<file path="src/rtl/alu_rr_scheduler.sv">
// alu_rr_scheduler
//
// Shares one multi-slice ALU between N_REQ requesters. A round-robin arbiter
// picks one pending request, its operands and opcode are registered onto the
// ALU inputs, the result is captured after ALU_LAT cycles and returned tagged
// with the requester id.
//
// Handshake rules, used on both sides of this block:
//   A transfer happens on a rising clk edge where valid and ready are both 1.
//   A source keeps valid and its payload stable until that transfer.
//   ready may depend combinationally on valid.
//   Request side: each requester has its own valid bit. req_ready is one-hot
//   or zero and is only ever raised in IDLE.
//   Response side: rsp_valid stays high with rsp_* stable until rsp_ready.
//
// Ports:
//   clk, arst          clock, asynchronous active-high reset
//   req_valid/ready    per-requester handshake (N_REQ bits each)
//   req_a, req_b       packed operands, requester i at [i*DW +: DW]
//   req_sel            packed opcodes, requester i at [i*3 +: 3]
//   alu_a/b/select     registered ALU inputs, held between operations
//   alu_out/carry_out/flags   ALU results, sampled at the end of EXEC
//   rsp_valid/ready    response handshake
//   rsp_id/out/carry/flags    captured response, held after the handshake
//   busy               high whenever the FSM is not in IDLE

module alu_rr_scheduler #(
    parameter int WIDTH   = 4,
    parameter int N_ALU   = 4,
    parameter int N_REQ   = 4,
    parameter int ALU_LAT = 1
) (
    input  logic                               clk,
    input  logic                               arst,
    input  logic [N_REQ-1:0]                   req_valid,
    output logic [N_REQ-1:0]                   req_ready,
    input  logic [N_REQ*WIDTH*N_ALU-1:0]       req_a,
    input  logic [N_REQ*WIDTH*N_ALU-1:0]       req_b,
    input  logic [N_REQ*3-1:0]                 req_sel,
    output logic [WIDTH*N_ALU-1:0]             alu_a,
    output logic [WIDTH*N_ALU-1:0]             alu_b,
    output logic [2:0]                         alu_select,
    input  logic [WIDTH*N_ALU*8-1:0]           alu_out,
    input  logic                               alu_carry_out,
    input  logic [2:0]                         alu_flags,
    output logic                               rsp_valid,
    input  logic                               rsp_ready,
    output logic [$clog2(N_REQ)-1:0]           rsp_id,
    output logic [WIDTH*N_ALU*8-1:0]           rsp_out,
    output logic                               rsp_carry,
    output logic [2:0]                         rsp_flags,
    output logic                               busy
);

    localparam int DW  = WIDTH * N_ALU;
    localparam int IDW = $clog2(N_REQ);
    localparam int LCW = (ALU_LAT > 1) ? $clog2(ALU_LAT) : 1;

    typedef enum logic [1:0] {
        IDLE = 2'd0,
        EXEC = 2'd1,
        RESP = 2'd2
    } state_t;

    state_t           state_q;
    state_t           state_d;

    logic [IDW-1:0]   ptr_q;       // last granted requester
    logic [IDW-1:0]   grant_q;     // requester currently being served
    logic [LCW-1:0]   lat_cnt;

    logic             grant_found;
    logic [IDW-1:0]   grant_id;

    logic             issue;       // grant accepted this cycle
    logic             capture;     // last EXEC cycle, sample ALU outputs
    logic             rsp_done;    // response handed off this cycle

    // First set request bit strictly after the pointer, wrapping around.
    // Starting one past the last grant is what makes the order cyclic.
    function automatic logic [IDW:0] pick_grant(
        input logic [N_REQ-1:0] valid,
        input logic [IDW-1:0]   ptr
    );
        logic           found;
        logic [IDW-1:0] g;
        int             idx;
        found = 1'b0;
        g     = '0;
        for (int k = 1; k <= N_REQ; k++) begin
            idx = (int'(ptr) + k) % N_REQ;
            if (!found && valid[idx]) begin
                found = 1'b1;
                g     = IDW'(idx);
            end
        end
        return {found, g};
    endfunction

    always_comb begin
        {grant_found, grant_id} = pick_grant(req_valid, ptr_q);
    end

    // FSM state register
    always_ff @(posedge clk or posedge arst) begin
        if (arst) begin
            state_q <= IDLE;
        end else begin
            state_q <= state_d;
        end
    end

    // FSM next state and per-cycle strobes
    always_comb begin
        state_d  = state_q;
        issue    = 1'b0;
        capture  = 1'b0;
        rsp_done = 1'b0;
        case (state_q)
            IDLE: begin
                if (grant_found) begin
                    issue   = 1'b1;
                    state_d = EXEC;
                end
            end
            EXEC: begin
                if (lat_cnt == '0) begin
                    capture = 1'b1;
                    state_d = RESP;
                end
            end
            RESP: begin
                // rsp_valid is always 1 in RESP, so rsp_ready alone completes it.
                if (rsp_ready) begin
                    rsp_done = 1'b1;
                    state_d  = IDLE;
                end
            end
            default: begin
                state_d = IDLE;
            end
        endcase
    end

    // The reset term keeps req_ready low while arst is held, even if
    // requests are already pending and the FSM sits in IDLE.
    always_comb begin
        req_ready = '0;
        if (issue && !arst) begin
            req_ready = {{(N_REQ-1){1'b0}}, 1'b1} << grant_id;
        end
    end

    assign busy = (state_q != IDLE);

    // Datapath registers
    always_ff @(posedge clk or posedge arst) begin
        if (arst) begin
            ptr_q      <= IDW'(N_REQ - 1);
            grant_q    <= '0;
            lat_cnt    <= '0;
            alu_a      <= '0;
            alu_b      <= '0;
            alu_select <= '0;
            rsp_valid  <= 1'b0;
            rsp_id     <= '0;
            rsp_out    <= '0;
            rsp_carry  <= 1'b0;
            rsp_flags  <= '0;
        end else begin
            if (issue) begin
                alu_a      <= req_a[grant_id*DW +: DW];
                alu_b      <= req_b[grant_id*DW +: DW];
                alu_select <= req_sel[grant_id*3 +: 3];
                grant_q    <= grant_id;
                ptr_q      <= grant_id;
                lat_cnt    <= LCW'(ALU_LAT - 1);
            end
            if (state_q == EXEC && lat_cnt != '0) begin
                lat_cnt <= lat_cnt - 1'b1;
            end
            if (capture) begin
                rsp_out   <= alu_out;
                rsp_carry <= alu_carry_out;
                rsp_flags <= alu_flags;
                rsp_id    <= grant_q;
                rsp_valid <= 1'b1;
            end
            if (rsp_done) begin
                rsp_valid <= 1'b0;
            end
        end
    end

endmodule

</file>
<file path="config.mk">
export PLATFORM = sky130hd
export DESIGN_NAME = alu_rr_scheduler
export DESIGN_NICKNAME = d
export VERILOG_FILES = /design/src/rtl/alu_rr_scheduler.sv
export SDC_FILE = /design/constraint.sdc
export NUM_CORES = 1
export LEC_CHECK = 0
export ABC_AREA = 1
export BUFFER_PORTS_ARGS = -buffer_cell sky130_fd_sc_hd__buf_4
export CORE_AREA = 2 2 179 181
export CTS_CLUSTER_DIAMETER = 120
export DETAILED_ROUTE_END_ITERATION = 12
export DIE_AREA = 0 0 181 183
export GPL_TIMING_DRIVEN = 1
export SLEW_MARGIN = 10
export SYNTH_ARGS = -nofsm -noshare
export SYNTH_HDL_FRONTEND = slang
export SYNTH_SLANG_ARGS = --single-unit
</file>
<file path="constraint.sdc">
create_clock -name clk -period 9.65 [get_ports clk]
set_clock_uncertainty 0.15 [all_clocks]
set_input_delay 0 -clock clk [delete_from_list [all_inputs] [get_ports clk]]
set_output_delay 0 -clock clk [all_outputs]
set_load 0.05 [all_outputs]
</file>
== Word level (Yosys, flattened, before mapping) ==
Index checks and enable logic that the tools add are counted.

* Bits in registers: 177
* Bits in latches: 0
* Memory bits (writable): 0
* ROM bits: 0
* Bits of input ports: 279
* Output and inout port bits: 175
* Logic and storage cells: 88
* Memories: 0

* $add $sub $neg: 5
* Multipliers: 1
* Div/mod/pow operators: 0
* Order comparisons: 4
* Equality and inequality tests: 5
* Shifts and indexed selects: 4
* Muxes and demuxes: 35
* Bitwise gates (word level): 4
* Reduce and logical (&&, ||, !) cells: 18

{| class="wikitable"
|+ Operators by type and width
! operator !! count
|-
| 64-bit by 7-bit indexed part select with 16-bit output || 2
|-
| 1-bit two-way mux || 22
|-
| 3-bit by 4-bit < comparator with 1-bit output, second input constant || 4
|-
| 2-bit two-way mux || 7
|-
| 12-bit by 5-bit indexed part select with 3-bit output || 1
|-
| 1-bit binary-select mux with 2-bit select || 4
|-
| 2-bit OR reduction || 4
|-
| 2-bit inequality test, second input constant || 3
|-
| 2-bit one-hot mux with 3 select lines || 1
|-
| 2-bit nonzero test || 3
|-
| 1-bit logical AND || 5
|-
| 2-bit by 1-bit adder with 2-bit output, second input constant || 2
|-
| 2-bit adder, second input constant || 2
|-
| 1-bit AND, first input constant || 4
|-
| 1-bit zero test || 4
|-
| 2-bit by 2-bit multiplier with 4-bit output, second input constant || 1
|-
| 4-bit two-way mux || 1
|-
| 1-bit by 2-bit left shift with 4-bit output, first input constant || 1
|-
| 3-bit AND reduction || 1
|-
| 2-bit by 1-bit == test with 1-bit output, second input constant || 1
|-
| 2-bit == test, second input constant || 1
|-
| 2-bit zero test || 1
|-
| 1-bit subtractor, second input constant || 1
|}

== Depth between registers and ports, before layout ==
* Word-level depth: 20
* Depth in mapped cells: 17
* Depth with buffers taken out: 15

== Worst setup path after synthesis ==
OpenSTA, ideal clock, no wires.

* Kind: in2out
* Start point: in arst
* End point: out req_ready[2]
* Arrival: 5.469 ns
* Required time: 9.500 ns
* Path slack: 4.031 ns
* Cell stages on the path: 3
* Path buffers: 0
* Cells stage by stage: inv_1 > nand2_1 > nor3_1

* Cells in the longest elaborated chain, start to end: 3

{| class="wikitable"
|+ RTL lines
! item !! RTL line !! text
|-
| start: declaration || 34 || <nowiki>input logic arst,</nowiki>
|-
| 1-bit zero test (no line) || -- ||
|-
| 1-bit logical AND || 149 || <nowiki>if (issue && !arst) begin</nowiki>
|-
| 4-bit two-way mux || 149 ||
|-
| end: declaration || 36 || <nowiki>output logic [N_REQ-1:0] req_ready,</nowiki>
|}

No other way between the ends.

== Final worst setup path ==
* Start point: reg ptr_q[0]
* End point: reg alu_a[15]

* Cells in the longest elaborated chain, start to end: 16
* Elaborated cells between the ends (all ways): 33
* Those cells by class: add/sub (4); shift (1); mux (22); reduce/logical (6)

{| class="wikitable"
|+ RTL lines
! item !! RTL line !! text
|-
| start: declaration || 68 || <nowiki>logic [IDW-1:0] ptr_q;</nowiki>
|-
| start signal: assignment || 159 || <nowiki>ptr_q <= IDW'(N_REQ - 1);</nowiki>
|-
| start signal: assignment || 176 || <nowiki>ptr_q <= grant_id;</nowiki>
|-
| branches (longest 16 deep; another with 2-bit by 1-bit adder with 2-bit output) || -- ||
|-
| end signal: assignment || 172 || <nowiki>alu_a <= req_a[grant_id*DW +: DW];</nowiki>
|-
| end: declaration || 40 || <nowiki>output logic [WIDTH*N_ALU-1:0] alu_a,</nowiki>
|}

Several ways; the timed one is not identified. The select of a mux whose other input is x is not followed.
A chain may end at the register's enable or synchronous reset.

==> results.toml <==
[global_routing]
grt_overflow = 0
track_usage = 0.192
antenna_found_initial = 1
grt_pass1_vias = 9252
grt_pass1_wl_um = 50100
grt_max_degree = 81

[cells_and_area]
antennaDiodeCount = 0
post_layout_nonfiller_instances = 1953
drive_gt1_frac = 0.413
final_area_sq_mm = 0.0150
area_growth_pct = 80.1
fillerInstances = 2882
num-nets-final = 1818

[setup_path]
crit_arrival_ns = 5.20
worstSetupPathType = "flip-flop to flip-flop"
worstSetupEndpoint = "alu_a[15]"
cp_max_fo = 72
r2r_slack_ns = 4.66
reg2reg_from = "ptr_q[0]"
crit_path_start = "ptr_q[0]"
start_kind = "flip-flop"
rr_endpoint = "alu_a[15]"
crit_path_end_kind = "flip-flop"
required_ns = 9.86
r2r_cells = 17

[timing]
setup_viol = 0
relSlewSlack = 0.315
hold_ws_ns = 0.0597
period_needed_ns = 4.99
slew_violations = 0
worstMarginPinSlew_ns = 1.03
rsz0062_at_grt = "no"
timing.final.crit_share = 0.517
max_freq_mhz = 201
hold_viol = 0
tns_ns = 0

[logic_synthesis]
yosysUniqueCellTypes = 22
ys_seq_elements = 177
yosysSeqAreaShare = 0.532
ys_warn_count = 0
synthesis.area_sq_mm = 0.00833
synth_nets = 1157
synth_cells = 878
syn_avg_cell_area_sq_um = 9.48

[cts]
h-tree-depth = 4
cts_buffers = 17
clock_latency_ns = 0.43
clkSlewWorstSetupHoldPaths_ns = 0.08
cts_tree = "built"
cts_resized = 0
root_buffer = "clkbuf_16"
clock_path_buffers = 2
clock-sinks = 177

[power_and_ir_drop]
ir_worst_vdd_mv = 0.237
leakagePower_nw = 7.60
design_power_total_w = 0.00678
p_per_area_mw_per_mm2 = 452

[place]
port_buffers = 453
gp_congestion = 0.853
placed_area_sq_mm = 0.0121
dp_hpwl_um = 22300
place_inst = 1683

[die]
pin_count = 454
dieWidth_um = 181
row_count = 65
core_area_sq_mm = 0.0312
initial_core_util = 0.267
fp.dieH_um = 183
design.die.area_sq_mm = 0.0331

[detailed_routing]
postRouteAntennaNets = 0
drc = 0
firstDrtPassIters = 5
viasPerCell = 4.54
finalWirelength_um = 32500
drt_iter0_drc = 467
wl_per_cell_um = 16.6
vias = 8868

[hold_path]
min_path_type = "primary input to async pin"

[status]
status = "finished, final reports clean"

[job]
max_cap_violations = 0
-- worst min path at each step --
stage,from,endpoint,slack [ns],cells after the start
3_5_place_dp,arst,rsp_out[93],-0.04,2
5_1_grt,arst,rsp_out[91],0.1,3
4_1_cts,arst,rsp_out[93],0.03,3
3_3_place_gp,arst,rsp_out[93],-0.04,2
6_report,arst,rsp_out[74],0.06,3
2_1_floorplan,rsp_ready,state_q[1],-0.04,1
-- cells in the final DEF, fill, tap and decap left out, drive strengths merged --
| cell type | count |
|---|---|
| buf | 462 |
| nand2 | 395 |
| dlygate4sd3 | 239 |
| dfrtp | 175 |
| mux2 | 132 |
| nand4 | 70 |
| inv | 21 |
| clkbuf | 19 |
| o21ai | 9 |
| nand3 | 8 |
| nor2 | 6 |
| nor3 | 4 |
| clkinv | 4 |
| clkinvlp | 4 |
| dfstp | 2 |
| a31oi | 1 |
-- final cells by class --
| class | count | area [sq um] | share of cell area |
|---|---|---|---|
| timing repair buffer | 701 | 5860 | 0.391 |
| sequential | 177 | 4430 | 0.296 |
| multi-input combinational | 625 | 3590 | 0.239 |
| tap | 402 | 503 | 0.0335 |
| clock buffer | 19 | 433 | 0.0289 |
| clock inverter | 12 | 105 | 0.00701 |
| inverter | 17 | 71.3 | 0.00476 |
-- power by group --
part	switching (W)	internal (W)
combinational	0.00296	0.00183
clock	0.000320	0.000335
sequential	0.000211	0.00113
-- synth_stat cells (all sizes together) --
master,count,area share
nand2,395,0.18
dfrtp,175,0.53
mux2,132,0.18
nand4,70,0.053
buf,35,0.019
clkbuf,24,0.011
inv,17,0.0080
o21ai,9,0.0054
nand3,8,0.0075
nor2,6,0.0036
nor3,4,0.0024
dfstp,2,0.0063
a31oi,1,0.00075
-- what timing repair did --
item	CTS	global route
endpoints found under the setup margin	0	0
hold endpoints to repair	220	0
setup buffers	0	0
hold buffers	239	0
-- through the flow --
| step | setup slack (ns) | util |
|---|---|---|
| final | 4.66 | 0.480 |
| after global placement | 5.77 | 0.386 |
| after CTS | 4.78 | 0.480 |
| after global routing | 4.36 | 0.480 |
| after detailed placement | 5.66 | 0.386 |
| after floorplan | 4.03 | - |
-- kinds of logic (layout without fill, tap and decap cells) --
family / after synthesis / in the layout / synth area share
AOI/OAI and AO/OA: 10 / 10 / 0.00616
buffers and inverters: 76 / 749 / 0.0380
DFF: 177 / 177 / 0.532
muxes: 132 / 132 / 0.179
and+or+nand+nor: 483 / 483 / 0.245
-- state kept, by name, summed over array words and instances, names as in the netlist --
name	cells
rsp_out	128
alu_a	16
alu_b	16
alu_select	3
rsp_flags	3
grant_q	2
ptr_q	2
rsp_id	2
state_q	2
lat_cnt	1
rsp_carry	1
rsp_valid	1
-- metal layers --
layer  track usage  share of wire
met1         0.227           0.39
met2         0.333           0.52
met3        0.0453          0.054
met4        0.0888          0.039
met5             0        0.00025
-- worst max-delay path, cell delays in order, from the launching register on --
cell and delay, ns:
dfstp_2 0.64, inv_4 0.09, nand2_1 0.09, nand2_1 0.09, nand2_1 0.07, nand2_1 0.10
nor2_4 0.16, nand3_4 0.64, nand3_2 0.62, buf_4 0.59, nand2_1 0.13, nand2_1 0.08
dlygate4sd3_1 0.55, nand2_1 0.05, nand2_1 0.10, dlygate4sd3_1 0.57, nand2_1 0.05, nand2_1 0.06
Note: power is estimated with default switching activity, not from simulation.
